<file path="config.mk">
export PLATFORM = sky130hd
export DESIGN_NAME = ir_decoder_rpt
export DESIGN_NICKNAME = d
export VERILOG_FILES = /design/src/rtl/ir_pkg.sv /design/src/rtl/ir_edge_sync.sv /design/src/rtl/ir_decoder_rpt.sv
export SDC_FILE = /design/constraint.sdc
export NUM_CORES = 1
export LEC_CHECK = 0
export ABC_CLOCK_PERIOD_IN_PS = 6250
export BUFFER_PORTS_ARGS = -buffer_cell sky130_fd_sc_hd__clkbuf_2
export CORE_ASPECT_RATIO = 1.1
export CORE_MARGIN = 2
export CORE_UTILIZATION = 40
export DETAILED_ROUTE_END_ITERATION = 8
export REMOVE_ABC_BUFFERS = 1
export SLEW_MARGIN = 5
export SYNTH_ARGS = -nofsm -noshare
export SYNTH_HDL_FRONTEND = slang
export SYNTH_SLANG_ARGS = --single-unit
</file>
<file path="constraint.sdc">
create_clock -name clk_in -period 6.25 [get_ports clk_in]
set_input_delay 0 -clock clk_in [delete_from_list [all_inputs] [get_ports clk_in]]
set_output_delay 0 -clock clk_in [all_outputs]
set_load 0.02 [all_outputs]
</file>
<file path="src/rtl/ir_pkg.sv">
// Shared definitions for the pulse-distance IR decoder: state and error
// encodings plus the duration window test.
package ir_pkg;

  typedef enum logic [3:0] {
    ST_IDLE       = 4'd0,
    ST_SYNC_BURST = 4'd1,
    ST_SYNC_SIL   = 4'd2,
    ST_BIT_BURST  = 4'd3,
    ST_BIT_SIL    = 4'd4,
    ST_RPT_DIP    = 4'd5
  } ir_state_e;

  localparam logic [2:0] ERR_NONE       = 3'd0;
  localparam logic [2:0] ERR_SYNC_BURST = 3'd1;
  localparam logic [2:0] ERR_SYNC_SIL   = 3'd2;
  localparam logic [2:0] ERR_BIT_BURST  = 3'd3;
  localparam logic [2:0] ERR_BIT_SIL    = 3'd4;
  localparam logic [2:0] ERR_TIMEOUT    = 3'd5;

  // Inclusive nom +/- margin test, written without subtraction so small
  // nominal values cannot underflow.
  function automatic logic in_window(input int unsigned len,
                                     input int unsigned nom,
                                     input int unsigned margin);
    return ((len + margin) >= nom) && (len <= (nom + margin));
  endfunction

endpackage

</file>
<file path="src/rtl/ir_edge_sync.sv">
// Two-flop synchroniser for the raw IR pin, polarity normalisation to
// "burst = 1", and one-cycle burst start/end strobes.
module ir_edge_sync #(
  parameter bit ACTIVE_LOW = 1'b1
) (
  input  logic clk,
  input  logic rst_n,
  input  logic signal,
  output logic burst_start,
  output logic burst_end
);

  // Raw pin level when no burst is present.
  localparam logic IDLE_LVL = ACTIVE_LOW;

  logic [1:0] sync;
  logic       burst_now;
  logic       burst_q;

  assign burst_now = sync[1] ^ IDLE_LVL;

  always_ff @(posedge clk or negedge rst_n) begin
    if (!rst_n) begin
      sync    <= {2{IDLE_LVL}};
      burst_q <= 1'b0;
    end else begin
      sync    <= {sync[0], signal};
      burst_q <= burst_now;
    end
  end

  assign burst_start = burst_now & ~burst_q;
  assign burst_end   = ~burst_now & burst_q;

endmodule

</file>
<file path="src/rtl/ir_decoder_rpt.sv">
// Pulse-distance IR frame decoder with NEC-style repeat detection and
// classified error reporting.
//
// state      | meaning
// IDLE       | line idle, waiting for a sync burst
// SYNC_BURST | inside the sync burst
// SYNC_SIL   | sync silence; its length selects data frame or repeat
// BIT_BURST  | inside a bit burst (or the final dip once idx==NBITS)
// BIT_SIL    | bit silence; its length selects 0 or 1
// RPT_DIP    | final dip of a repeat frame
module ir_decoder_rpt
  import ir_pkg::*;
#(
  parameter int unsigned NBITS      = 32,
  parameter int unsigned SBD        = 900,
  parameter int unsigned SSD        = 450,
  parameter int unsigned RSD        = 225,
  parameter int unsigned BBD        = 60,
  parameter int unsigned BSD0       = 60,
  parameter int unsigned BSD1       = 160,
  parameter int unsigned MARGIN     = 20,
  parameter bit          ACTIVE_LOW = 1'b1
) (
  input  logic             clk_in,
  input  logic             rst_n_in,
  input  logic             signal_in,
  output logic [NBITS-1:0] code_out,
  output logic             new_code_out,
  output logic             repeat_out,
  output logic [2:0]       error_out,
  output logic [3:0]       state_out
);

  localparam int unsigned CW = $clog2(SBD + MARGIN + 2);
  localparam int unsigned IW = $clog2(NBITS + 1);

  localparam logic [3:0] S_IDLE       = ST_IDLE;
  localparam logic [3:0] S_SYNC_BURST = ST_SYNC_BURST;
  localparam logic [3:0] S_SYNC_SIL   = ST_SYNC_SIL;
  localparam logic [3:0] S_BIT_BURST  = ST_BIT_BURST;
  localparam logic [3:0] S_BIT_SIL    = ST_BIT_SIL;
  localparam logic [3:0] S_RPT_DIP    = ST_RPT_DIP;

  if (!(BSD0 + MARGIN < BSD1 - MARGIN)) begin : g_bad_bsd
    $fatal(1, "ir_decoder_rpt: BSD0/BSD1 windows overlap");
  end
  if (!(RSD + MARGIN < SSD - MARGIN)) begin : g_bad_rsd
    $fatal(1, "ir_decoder_rpt: RSD/SSD windows overlap");
  end
  if (!(MARGIN < BBD)) begin : g_bad_margin
    $fatal(1, "ir_decoder_rpt: MARGIN must be below BBD");
  end
  if ((NBITS < 8) || (NBITS > 64)) begin : g_bad_nbits
    $fatal(1, "ir_decoder_rpt: NBITS out of range");
  end

  logic             burst_start;
  logic             burst_end;
  logic [CW-1:0]    cnt;
  logic [3:0]       state;
  logic [IW-1:0]    idx;
  logic [NBITS-1:0] shreg;
  logic [31:0]      len;
  logic [31:0]      tmax;
  logic             timeout;

  ir_edge_sync #(
    .ACTIVE_LOW (ACTIVE_LOW)
  ) u_edge_sync (
    .clk         (clk_in),
    .rst_n       (rst_n_in),
    .signal      (signal_in),
    .burst_start (burst_start),
    .burst_end   (burst_end)
  );

  // Phase length counter: value on an edge is the length of the phase just ended.
  always_ff @(posedge clk_in or negedge rst_n_in) begin
    if (!rst_n_in) begin
      cnt <= '0;
    end else if (burst_start || burst_end) begin
      cnt <= CW'(1);
    end else if (cnt != '1) begin
      cnt <= cnt + CW'(1);
    end
  end

  assign len = 32'(cnt);

  always_comb begin
    tmax = 32'hFFFF_FFFF;
    case (state)
      S_SYNC_BURST: tmax = SBD + MARGIN;
      S_SYNC_SIL:   tmax = SSD + MARGIN;
      S_BIT_BURST:  tmax = BBD + MARGIN;
      S_BIT_SIL:    tmax = BSD1 + MARGIN;
      S_RPT_DIP:    tmax = BBD + MARGIN;
      default:      tmax = 32'hFFFF_FFFF;
    endcase
  end

  assign timeout = (state != S_IDLE) && (len > tmax);

  always_ff @(posedge clk_in or negedge rst_n_in) begin
    if (!rst_n_in) begin
      state        <= S_IDLE;
      idx          <= '0;
      shreg        <= '0;
      code_out     <= '0;
      new_code_out <= 1'b0;
      repeat_out   <= 1'b0;
      error_out    <= ERR_NONE;
    end else begin
      new_code_out <= 1'b0;
      repeat_out   <= 1'b0;
      case (state)
        S_IDLE: begin
          if (burst_start) state <= S_SYNC_BURST;
        end
        S_SYNC_BURST: begin
          if (burst_end) begin
            if (in_window(len, SBD, MARGIN)) begin
              state <= S_SYNC_SIL;
            end else begin
              error_out <= ERR_SYNC_BURST;
              state     <= S_IDLE;
            end
          end else if (timeout) begin
            error_out <= ERR_TIMEOUT;
            state     <= S_IDLE;
          end
        end
        S_SYNC_SIL: begin
          if (burst_start) begin
            if (in_window(len, SSD, MARGIN)) begin
              idx   <= '0;
              state <= S_BIT_BURST;
            end else if (in_window(len, RSD, MARGIN)) begin
              state <= S_RPT_DIP;
            end else begin
              error_out <= ERR_SYNC_SIL;
              state     <= S_IDLE;
            end
          end else if (timeout) begin
            error_out <= ERR_TIMEOUT;
            state     <= S_IDLE;
          end
        end
        S_BIT_BURST: begin
          if (burst_end) begin
            if (!in_window(len, BBD, MARGIN)) begin
              error_out <= ERR_BIT_BURST;
              state     <= S_IDLE;
            end else if (idx == IW'(NBITS)) begin
              // Final dip closes the frame.
              code_out     <= shreg;
              new_code_out <= 1'b1;
              error_out    <= ERR_NONE;
              state        <= S_IDLE;
            end else begin
              state <= S_BIT_SIL;
            end
          end else if (timeout) begin
            error_out <= ERR_TIMEOUT;
            state     <= S_IDLE;
          end
        end
        S_BIT_SIL: begin
          if (burst_start) begin
            if (in_window(len, BSD0, MARGIN)) begin
              shreg <= {shreg[NBITS-2:0], 1'b0};
              idx   <= idx + IW'(1);
              state <= S_BIT_BURST;
            end else if (in_window(len, BSD1, MARGIN)) begin
              shreg <= {shreg[NBITS-2:0], 1'b1};
              idx   <= idx + IW'(1);
              state <= S_BIT_BURST;
            end else begin
              error_out <= ERR_BIT_SIL;
              state     <= S_IDLE;
            end
          end else if (timeout) begin
            error_out <= ERR_TIMEOUT;
            state     <= S_IDLE;
          end
        end
        S_RPT_DIP: begin
          if (burst_end) begin
            if (in_window(len, BBD, MARGIN)) begin
              repeat_out <= 1'b1;
              error_out  <= ERR_NONE;
            end else begin
              error_out <= ERR_BIT_BURST;
            end
            state <= S_IDLE;
          end else if (timeout) begin
            error_out <= ERR_TIMEOUT;
            state     <= S_IDLE;
          end
        end
        default: state <= S_IDLE;
      endcase
    end
  end

  assign state_out = state;

endmodule

</file>
==> results.sh, run 1 <==
export IMPL_status="finished, final reports clean"
export IMPL_p_leak_nw=2.616
export IMPL_worstMarginPinSlew_ns=1.187
export IMPL_pwr_share_clk=0.441
export IMPL_fin_skew_ns=0.008745
export IMPL_drt_wirelength_per_cell_microns=14.56
export IMPL_insertedDiodeCount=0
export IMPL_async_flop_share=1.000
export IMPL_final_hold_violation_count=0
export IMPL_switching_share=0.2384
export IMPL_hpwl_microns=6069
export IMPL_syn_inst=414
export IMPL_cp_max_fo=40
export IMPL_dp_slack_ns=2.564
export IMPL_numCtsBuffers=9
export IMPL_start_kind="flop"
export IMPL_grt_first_pass_wirelength_microns=14970
export IMPL_crit_chain="ha_1 -> o21ai_2 -> xor2_1 -> o311a_1 -> a21boi_1 -> a21oi_4 -> nor2b_1 -> nor3b_1 -> o21ai_1"
export IMPL_nets=473
export IMPL_synth_top_flop_cell="dfrtp_1"
export IMPL_floorplan_initialDensity=0.4129
export IMPL_grtUsageTotal=0.1456
export IMPL_numPortBuffers=43
export IMPL_drt_total_wl_microns=8777
export IMPL_firstDrtPassIters=4
export IMPL_drt_iter0_drc=194
export IMPL_synth_largest_area_cell="dfrtp_1"
export IMPL_synth_cell_types=62
export IMPL_r2r_slack_ns=2.57
export IMPL_cts_root_buffer="clkbuf_16"
export IMPL_overflow=0
export IMPL_p_comb_frac=0.058
export IMPL_ant_nets=0
export IMPL_endpoint_kind="flop"
export IMPL_clock_sinks=92
export IMPL_vias_per_cell=5.277
export IMPL_avgSynthCellArea_sq_um=11.56
export IMPL_path_class="reg2reg"
export IMPL_cp_arrival_ns=3.89
export IMPL_r2r_start="cnt[3]$_DFFE_PN0P_"
export IMPL_htree_levels=3
export IMPL_r2r_end="state_out[0]$_DFFE_PN0P_"
export IMPL_die_w_microns=108.3
export IMPL_slew_violations=0
export IMPL_finalPower_mw=1.237
export IMPL_p_int_mw=0.9419
export IMPL_antenna_found_initial=0
export IMPL_clkLatencyLatePin_ns=0.34
export IMPL_vias=3182
export IMPL_syn_area_sq_um=4787
export IMPL_drc_errors=0
export IMPL_final_setup_viol_count=0
export IMPL_synth_top_area_frac=0.4705
export IMPL_crit_slowest_cell="a21oi_4"
export IMPL_syn2layout_area_growth_pct=12.08
export IMPL_cts_tree="built"
export IMPL_final_cell_mix="90 x dfrtp_1, 63 x mux2_2, 42 x clkbuf_2"
export IMPL_fin_ws_ns=2.573
export IMPL_synth_warnings=0
export IMPL_post_cts_buffers=0
export IMPL_die_h_microns=118.7
export IMPL_grt_pass1_vias=3143
export IMPL_synth_edf_count=0
export IMPL_power_density_nw_per_um2=230.5
export IMPL_final_common_cell="dfrtp_1"
export IMPL_slew_headroom=0.2070
export IMPL_final_core_util=0.4628
export IMPL_rsz0062_at_grt="false"
export IMPL_startpoint="cnt[3]$_DFFE_PN0P_"
export IMPL_clkSlewWorstSetupHoldPaths_ns=0.07
export IMPL_fmax_mhz=272.0
export IMPL_synthTopCellsByArea="dfrtp_1 47%, mux2_2 15%, ha_1 5.8%"
export IMPL_seq_area_frac_synth=0.4814
export IMPL_p_sw_mw=0.2948
export IMPL_r2r_worst_path_cells=9
export IMPL_pin_count=44
export IMPL_tns_ns=0
export IMPL_maxCapViolCount=0
export IMPL_seqPwrFrac=0.500
export IMPL_critPathMaxStageDelay_ns=0.96
export IMPL_vdd_drop_max_v=0.0001071
export IMPL_ys_ff_latch=92
export IMPL_hold_path_class="in2async"
export IMPL_die_area_sq_um=12860
export IMPL_min_period_ns=3.677
export IMPL_drive_gt1_frac=0.3135
export IMPL_row_count=41
export IMPL_cts_buffer_depth=2
export IMPL_endpoint="state_out[0]$_DFFE_PN0P_"
export IMPL_fin_crit_sh=0.5883
export IMPL_place_gp_congestion=0.8980
export IMPL_crit_required_ns=6.47
export IMPL_core_area_sq_um=11590
export IMPL_grt_max_degree=65
synthesized netlist by cell type, drive strengths merged, types with 2 or more instances:
library cell   n
mux2i          2
nor2b          7
or3            2
a211oi         3
o21ai         14
buf           19
a21boi         5
a31oi          5
a21o           2
or2            4
a32oi          2
nor3           7
clkbuf         5
and3           2
xor2           3
nor4           3
a221oi         3
nand3         12
xnor2          9
nand2b         4
mux2          63
and2          10
dfstp          2
o31ai          3
inv           12
dfrtp         90
nor4b          3
nand4b         2
nand4          8
a21oi         17
nand2         26
nor2          23
o211ai         2
ha            22
sequential cells by signal, summed over array words and instances, names as in the netlist:
name,count
cnt,10
code_out,32
error_out,3
idx,6
new_code_out,1
repeat_out,1
shreg,32
state_out,4
u_edge_sync.burst_q,1
u_edge_sync.sync,2
layout make-up:
| class | count | area [sq um] |
|---|---|---|
| Clock inverter | 6 | 72.57 |
| Clock buffer | 10 | 229.0 |
| Tap cell | 150 | 187.7 |
| Multi-Input combinational cell | 286 | 2273 |
| Inverter | 12 | 45.04 |
| Timing Repair Buffer | 47 | 252.7 |
| Sequential cell | 92 | 2305 |
| Fill cell | 1082 | 6228 |
how the worst min path moves through the flow:
stage	end	slack, ns	depth (start not counted)	from
final	code_out[30]$_DFFE_PN0P_	0.12	2	rst_n_in
after global routing	code_out[29]$_DFFE_PN0P_	0.16	2	rst_n_in
after CTS	code_out[30]$_DFFE_PN0P_	0.12	2	rst_n_in
after detailed placement	code_out[30]$_DFFE_PN0P_	-0.06	1	rst_n_in
after global placement	code_out[30]$_DFFE_PN0P_	-0.07	1	rst_n_in
after floorplan	cnt[0]$_DFFE_PN0P_	-0.30	0	rst_n_in
power by group through the flow:
stage / registers [mW] / clock network, mW / logic [mW]
after floorplan: 0.627 / 0 / 0.0448
after global placement: 0.630 / 0 / 0.0712
after detailed placement: 0.630 / 0 / 0.0716
after CTS: 0.618 / 0.565 / 0.0731
after global routing: 0.620 / 0.596 / 0.0832
final: 0.619 / 0.546 / 0.0723
cells by family after synthesis:
group | synth area share
AND/OR/NAND/NOR | 0.1333
adder cells (fa/ha/maj) | 0.05959
multiplexers | 0.1524
XOR/XNOR | 0.02196
buffers and inverters | 0.04653
AO/OA/AOI/OAI | 0.1040
other | 0.0007834
flip-flops | 0.4814
stage by stage:
stage               hold WS, ns  std cells  instance area (sq um)
finish                   0.1215        603                   5365
global route             0.1560        603                   5365
CTS                      0.1244        603                   5365
detailed placement     -0.05568        585                   5044
global placement       -0.06619        585                   5044
floorplan               -0.2956        390                   4609
critical path: cells and delay by family, from the launching register on:
| family | cells | cell delay [ns] |
|---|---|---|
| xor+xnor | 1 | 0.25 |
| simple gates | 2 | 0.64 |
| compound gates | 5 | 1.74 |
| flops | 1 | 0.56 |
| fa+ha+maj | 1 | 0.35 |
routing by layer:
| metal | track usage | vias to the layer above | wire length [microns] | part of all wire |
|---|---|---|---|---|
| met5 | 0 | - | 0 | 0 |
| met4 | 0.06410 | 0 | 189 | 0.022 |
| met3 | 0.02923 | 16 | 285 | 0.032 |
| met2 | 0.2351 | 55 | 4057 | 0.46 |
| met1 | 0.1876 | 1552 | 4244 | 0.48 |
| li1 | - | 1559 | - | - |
repair_timing:
item,in CTS,in global routing
setup endpoints to repair,0,0
hold buffers,2,0
endpoints found under the hold margin,29,0
resized for setup,0,0
Note: power is estimated with default switching activity, not from simulation.
==> run 2: changes to the inputs <==
--- a/config.mk
+++ b/config.mk
@@ -5,7 +5,7 @@
 export SDC_FILE = /design/constraint.sdc
 export NUM_CORES = 1
 export LEC_CHECK = 0
-export ABC_CLOCK_PERIOD_IN_PS = 6250
+export ABC_CLOCK_PERIOD_IN_PS = 3200
 export BUFFER_PORTS_ARGS = -buffer_cell sky130_fd_sc_hd__clkbuf_2
 export CORE_ASPECT_RATIO = 1.1
 export CORE_MARGIN = 2
==> constraint.sdc (replaced) <==
create_clock -name clk_in -period 3.2 [get_ports clk_in]
set_input_delay 0 -clock clk_in [delete_from_list [all_inputs] [get_ports clk_in]]
set_output_delay 0 -clock clk_in [all_outputs]
set_load 0.02 [all_outputs]
==> run 2 against run 1 <==
Compared with the run above: clock power grew 110%; sequential share of layout area is 1.2 points lower; setup slack worse by 2.4 ns; first-iteration DRC count rose by 30%; total power increased by 100%; combinational power is 120% higher; worst hold slack improved by 0.17 ns; die area is the same; cell count rose by 2.0%; critical endpoint unchanged; largest cell class unchanged; largest power group unchanged.
==> results.sh, run 2 (same netlist as run 1, synthesis figures left out) <==
export IMPL_status="finished, final reports clean"
export IMPL_path_class="reg2reg"
export IMPL_final_setup_viol_count=0
export IMPL_r2r_slack_ns=0.21
export IMPL_cp_max_fo=9
export IMPL_p_int_mw=1.940
export IMPL_r2r_start="state_out[1]$_DFFE_PN0P_"
export IMPL_pin_count=44
export IMPL_vdd_drop_max_v=0.0003535
export IMPL_cp_arrival_ns=3.26
export IMPL_crit_required_ns=3.46
export IMPL_vias_per_cell=5.312
export IMPL_vias=3267
export IMPL_r2r_end="state_out[0]$_DFFE_PN0P_"
export IMPL_numCtsBuffers=9
export IMPL_floorplan_initialDensity=0.4129
export IMPL_place_gp_congestion=0.8258
export IMPL_pwr_share_clk=0.459
export IMPL_final_cell_mix="88 x dfrtp_1, 63 x mux2_2, 42 x clkbuf_2"
export IMPL_fin_skew_ns=0.01069
export IMPL_p_comb_frac=0.062
export IMPL_path_depth=13
export IMPL_critPathMaxStageDelay_ns=0.46
export IMPL_core_area_sq_um=11590
export IMPL_cts_tree="built"
export IMPL_endpoint_kind="flop"
export IMPL_insertedDiodeCount=0
export IMPL_clkSlewWorstSetupHoldPaths_ns=0.07
export IMPL_drt_iter0_drc=252
export IMPL_maxCapViolCount=0
export IMPL_p_sw_mw=0.5725
export IMPL_antenna_found_initial=0
export IMPL_rsz0062_at_grt="false"
export IMPL_final_hold_violation_count=0
export IMPL_startpoint="state_out[1]$_DFFE_PN0P_"
export IMPL_post_cts_buffers=0
export IMPL_fillCellCount=1097
export IMPL_largestRegisters="code_out x32, shreg x32, cnt x10"
export IMPL_min_period_ns=2.995
export IMPL_drc_errors=0
export IMPL_fin_crit_sh=0.9359
export IMPL_firstDrtPassIters=4
export IMPL_syn2layout_area_growth_pct=15.32
export IMPL_overflow=0
export IMPL_cts_root_buffer="clkbuf_16"
export IMPL_die_area_sq_um=12860
export IMPL_slew_headroom=0.3520
export IMPL_critPathTopFamily="simple AND/OR/NAND/NOR gates"
export IMPL_worstMarginPinSlew_ns=0.9720
export IMPL_htree_levels=3
export IMPL_drt_wirelength_per_cell_microns=15.17
export IMPL_cts_buffer_depth=2
export IMPL_drive_gt1_frac=0.3419
export IMPL_fmax_mhz=333.9
export IMPL_ant_nets=0
export IMPL_hpwl_microns=6576
export IMPL_crit_chain="nand2b_1 -> a21oi_1 -> and2_1 -> or2_2 -> ha_1 -> nand3_1 -> nor2_1 -> a21boi_0 -> o41a_1 -> or2_2 -> nor2_1 -> o221ai_1 -> o21ai_1"
export IMPL_nets=486
export IMPL_grtUsageTotal=0.1552
export IMPL_final_cell_count_no_fill=615
export IMPL_grt_max_degree=78
export IMPL_numPortBuffers=43
export IMPL_grt_pass1_vias=3232
export IMPL_critical_path_buf_inv_count=0
export IMPL_p_leak_nw=2.702
export IMPL_hold_path_class="in2reg"
export IMPL_final_common_cell="dfrtp_1"
export IMPL_die_w_microns=108.3
export IMPL_endpoint="state_out[0]$_DFFE_PN0P_"
export IMPL_clkLatencyLatePin_ns=0.33
export IMPL_switching_share=0.2279
export IMPL_slew_violations=0
export IMPL_die_h_microns=118.7
export IMPL_grt_first_pass_wirelength_microns=16100
export IMPL_power_density_nw_per_um2=455.2
export IMPL_tns_ns=0
export IMPL_start_kind="flop"
export IMPL_r2r_worst_path_cells=13
export IMPL_drt_total_wl_microns=9328
export IMPL_seqPwrFrac=0.479
export IMPL_row_count=41
export IMPL_clock_sinks=92
export IMPL_crit_slowest_cell="dfrtp_2"
export IMPL_finalPower_mw=2.513
export IMPL_place_inst=598
## run 2: cell types whose count changed in the layout (fill, tap and decap cells not counted), sizes merged
cell / change
bufinv: +1
clkinv: -2
buf: +13
## run 2: worst min-delay path by stage
| stage | start | to | slack [ns] | cells after the start |
|---|---|---|---|---|
| 4_1_cts | signal_in | u_edge_sync.sync[0]$_DFF_PN1_ | 0.28 | 2 |
| 3_5_place_dp | signal_in | u_edge_sync.sync[0]$_DFF_PN1_ | 0.09 | 1 |
| 5_1_grt | signal_in | u_edge_sync.sync[0]$_DFF_PN1_ | 0.31 | 2 |
| 3_3_place_gp | signal_in | u_edge_sync.sync[0]$_DFF_PN1_ | 0.09 | 1 |
| 6_report | signal_in | u_edge_sync.sync[0]$_DFF_PN1_ | 0.29 | 2 |
| 2_1_floorplan | rst_n_in | cnt[0]$_DFFE_PN0P_ | -0.30 | 0 |
## run 2: area by class of cell
class | instances | area [sq um] | area share
inverters | 12 | 45.04 | 0.008160
well taps | 150 | 187.7 | 0.03400
clock inverters | 5 | 85.08 | 0.01541
repair buffers | 60 | 375.4 | 0.06800
flip-flops and latches | 92 | 2307 | 0.4180
multi-input cells | 286 | 2281 | 0.4132
clock buffers | 10 | 239.0 | 0.04329
## run 2: stage by stage
step	area [sq um]	hold WS [ns]	util	worst slack, ns
after CTS	5510	0.2799	0.4753	0.1044
final	5520	0.2917	0.4761	0.2051
after floorplan	4609	-0.2956	-	-0.3273
after global placement	5166	0.08932	0.4456	0.2403
after detailed placement	5166	0.08885	0.4456	0.1258
after global routing	5520	0.3106	0.4761	0.01034
## run 2: what timing repair did
action,4_1_cts,5_1_grt
setup endpoints to repair,0,2
resized for setup,0,5
endpoints found under the hold margin,75,0
hold buffers,2,0
## run 2: per-layer routing
| metal | track usage | up-vias | wire length [microns] |
|---|---|---|---|
| li1 | - | 1578 | - |
| met1 | 0.2192 | 1615 | 4461 |
| met2 | 0.2433 | 67 | 4415 |
| met3 | 0.02261 | 7 | 341 |
| met4 | 0.05128 | 0 | 109 |
| met5 | 0 | - | 0 |
## run 2: power groups by stage
stage / clock network (mW) / logic (mW) / registers [mW]
after floorplan: 0 / 0.0874 / 1.22
after global placement: 0 / 0.153 / 1.22
after detailed placement: 0 / 0.156 / 1.23
after CTS: 1.18 / 0.159 / 1.20
after global routing: 1.24 / 0.183 / 1.21
final: 1.15 / 0.157 / 1.20
==> run 3: changes to the inputs <==
--- a/config.mk
+++ b/config.mk
@@ -15,4 +15,5 @@
 export SLEW_MARGIN = 5
 export SYNTH_ARGS = -nofsm -noshare
 export SYNTH_HDL_FRONTEND = slang
+export SYNTH_HIERARCHICAL = 1
 export SYNTH_SLANG_ARGS = --single-unit
==> run 3 against run 2 <==
Compared with the run above: first-iteration DRC count is 28% lower; synthesized cell count up 4.1%; fmax increased by 2.9%; global-route usage is 0.24 points higher; synthesized area up 4.5%; sequential power barely moved; register-to-register slack improved by 0.09 ns; non-clock buffer count decreased by 2; largest cell class is now multi-input gates.
==> results.sh, run 3 <==
export IMPL_die_h_microns=121.3
export IMPL_vias_per_cell=5.313
export IMPL_ys_top_cells_by_count="90 x dfrtp_1, 30 x mux2_4, 28 x nand2_1, 26 x mux2_1, 25 x nor2_1"
export IMPL_syn_inst=431
export IMPL_path_class="reg2reg"
export IMPL_fin_crit_sh=0.9093
export IMPL_tns_ns=0
export IMPL_crit_chain="nand2b_1 -> buf_4 -> a21oi_1 -> nor2b_1 -> ha_1 -> a21o_1 -> a21o_1 -> a211oi_1 -> a211oi_1 -> buf_4 -> a2111oi_0 -> a211oi_1"
export IMPL_p_comb_frac=0.074
export IMPL_vdd_drop_max_v=0.0004186
export IMPL_endpoint_kind="flop"
export IMPL_avgSynthCellArea_sq_um=11.60
export IMPL_row_count=42
export IMPL_seq_area_frac_synth=0.4608
export IMPL_post_cts_buffers=0
export IMPL_synth_edf_count=0
export IMPL_firstDrtPassIters=4
export IMPL_critPathTopFamily="compound AO/OA/AOI/OAI gates"
export IMPL_cts_buffer_depth=2
export IMPL_fin_skew_ns=0.007399
export IMPL_p_int_mw=1.955
export IMPL_r2r_slack_ns=0.29
export IMPL_insertedDiodeCount=0
export IMPL_grt_first_pass_wirelength_microns=17060
export IMPL_power_density_nw_per_um2=449.3
export IMPL_maxCapViolCount=0
export IMPL_worstMarginPinSlew_ns=0.6900
export IMPL_place_gp_congestion=0.8595
export IMPL_slew_violations=0
export IMPL_drt_total_wl_microns=9905
export IMPL_final_common_cell="dfrtp_1"
export IMPL_overflow=0
export IMPL_route_met2_wl_microns=4565
export IMPL_r2r_worst_path_cells=12
export IMPL_clkLatencyLatePin_ns=0.34
export IMPL_drc_errors=0
export IMPL_syn_area_sq_um=5001
export IMPL_numPortBuffers=43
export IMPL_final_hold_violation_count=0
export IMPL_synth_warnings=6
export IMPL_routed_top_layer="met4"
export IMPL_synth_largest_area_cell="dfrtp_1"
export IMPL_r2r_start="state_out[1]$_DFFE_PN0P_"
export IMPL_grtUsageTotal=0.1576
export IMPL_cp_arrival_ns=3.11
export IMPL_drive_gt1_frac=0.2735
export IMPL_grt_max_degree=33
export IMPL_final_setup_viol_count=0
export IMPL_syn2layout_area_growth_pct=13.96
export IMPL_hold_path_class="in2async"
export IMPL_status="finished, final reports clean"
export IMPL_pwr_share_clk=0.459
export IMPL_p_sw_mw=0.6054
export IMPL_synth_top_flop_cell="dfrtp_1"
export IMPL_cts_root_buffer="clkbuf_16"
export IMPL_pin_count=44
export IMPL_finalPower_mw=2.560
export IMPL_core_area_sq_um=12140
export IMPL_nets=497
export IMPL_hpwl_microns=7062
export IMPL_clkSlewWorstSetupHoldPaths_ns=0.07
export IMPL_critPathMaxStageDelay_ns=0.40
export IMPL_crit_slowest_cell="dfrtp_1"
export IMPL_drt_wirelength_per_cell_microns=15.65
export IMPL_wl_met3_microns=490
export IMPL_min_period_ns=2.910
export IMPL_fin_ws_ns=0.2904
export IMPL_vias=3363
export IMPL_largestRegisters="code_out x32, shreg x32, cnt x10"
export IMPL_numCtsBuffers=9
export IMPL_rsz0062_at_grt="false"
export IMPL_fmax_mhz=343.7
export IMPL_synth_top_area_frac=0.4503
export IMPL_drt_met1_wl_microns=4707
export IMPL_cp_max_fo=5
export IMPL_ys_ff_latch=92
export IMPL_fillCellCount=1083
export IMPL_die_area_sq_um=13410
export IMPL_antenna_found_initial=0
export IMPL_final_cell_mix="89 x dfrtp_1, 42 x clkbuf_2, 30 x mux2_4"
export IMPL_critical_path_buf_inv_count=2
export IMPL_synth_most_common_cell="dfrtp_1"
export IMPL_cts_tree="built"
export IMPL_htree_levels=3
export IMPL_drt_iter0_drc=182
export IMPL_seqPwrFrac=0.467
export IMPL_clock_sinks=92
export IMPL_slew_headroom=0.5400
export IMPL_crit_required_ns=3.40
export IMPL_p_leak_nw=2.871
export IMPL_die_w_microns=110.6
export IMPL_synthTopCellsByArea="dfrtp_1 45%, mux2_4 9.0%, mux2_1 5.9%"
export IMPL_async_flop_share=1.000
export IMPL_start_kind="flop"
export IMPL_crit_top_cell="a211oi_1"
export IMPL_ant_nets=0
export IMPL_grt_pass1_vias=3406
export IMPL_synth_cell_types=70
export IMPL_dp_slack_ns=0.2568
export IMPL_switching_share=0.2364
export IMPL_floorplan_initialDensity=0.4120
export IMPL_r2r_end="error_out[0]$_DFFE_PN0P_"
run 3: logic make-up (layout without fill, tap and decap cells):
group,count (synthesis),in the layout,share of synthesized area
simple gates,129,129,0.1366
flops,92,92,0.4608
compound gates,74,74,0.1181
mux,66,66,0.1709
buf+inv,41,89,0.04878
fa+ha+maj,20,20,0.05004
xor+xnor,8,8,0.01401
other cells,1,1,0.0007498
run 3: layout make-up:
| cell class | count | area (sq um) | area share |
|---|---|---|---|
| clock buffer | 10 | 239.0 | 0.04193 |
| tap | 154 | 192.7 | 0.03381 |
| inverter | 15 | 56.30 | 0.009879 |
| sequential | 92 | 2306 | 0.4046 |
| clock inverter | 6 | 91.34 | 0.01603 |
| multi-input combinational | 298 | 2454 | 0.4305 |
| timing repair buffer | 58 | 360.3 | 0.06323 |
run 3: power by group through the flow:
stage / logic (mW) / clock network [mW] / registers [mW]
final: 0.189 / 1.18 / 1.19
after global routing: 0.216 / 1.26 / 1.20
after CTS: 0.192 / 1.21 / 1.20
after detailed placement: 0.189 / 0 / 1.22
after global placement: 0.187 / 0 / 1.22
after floorplan: 0.105 / 0 / 1.22
run 3: worst max path at each step:
stage | cells after the start | end | from | slack, ns
floorplan | 7 | code_out[12]$_DFFE_PN0P_ | cnt[2]$_DFFE_PN0P_ | -0.19
global placement | 12 | error_out[0]$_DFFE_PN0P_ | state_out[2]$_DFFE_PN0P_ | 0.27
detailed placement | 12 | error_out[0]$_DFFE_PN0P_ | state_out[2]$_DFFE_PN0P_ | 0.26
CTS | 12 | error_out[0]$_DFFE_PN0P_ | state_out[2]$_DFFE_PN0P_ | 0.23
global route | 12 | error_out[0]$_DFFE_PN0P_ | state_out[2]$_DFFE_PN0P_ | 0.09
finish | 12 | error_out[0]$_DFFE_PN0P_ | state_out[1]$_DFFE_PN0P_ | 0.29
run 3: through the flow:
step | util | instances | area [sq um] | hold WS [ns]
global placement | 0.4405 | 615 | 5348 | -0.04872
finish | 0.4695 | 633 | 5699 | 0.1208
detailed placement | 0.4405 | 615 | 5348 | -0.04049
global route | 0.4695 | 633 | 5699 | 0.1628
CTS | 0.4694 | 633 | 5698 | 0.1313
floorplan | - | 405 | 4813 | -0.2956
run 3: what timing repair did:
action / in CTS / in global routing
hold buffers: 2 / 0
hold endpoints to repair: 31 / 0
endpoints found under the setup margin: 0 / 1
resized for setup: 0 / 1
run 3: routing by layer:
layer	vias up	global-route usage
met5	-	0
met3	12	0.04296
met4	0	0.04531
met1	1631	0.2123
li1	1632	-
met2	88	0.2512
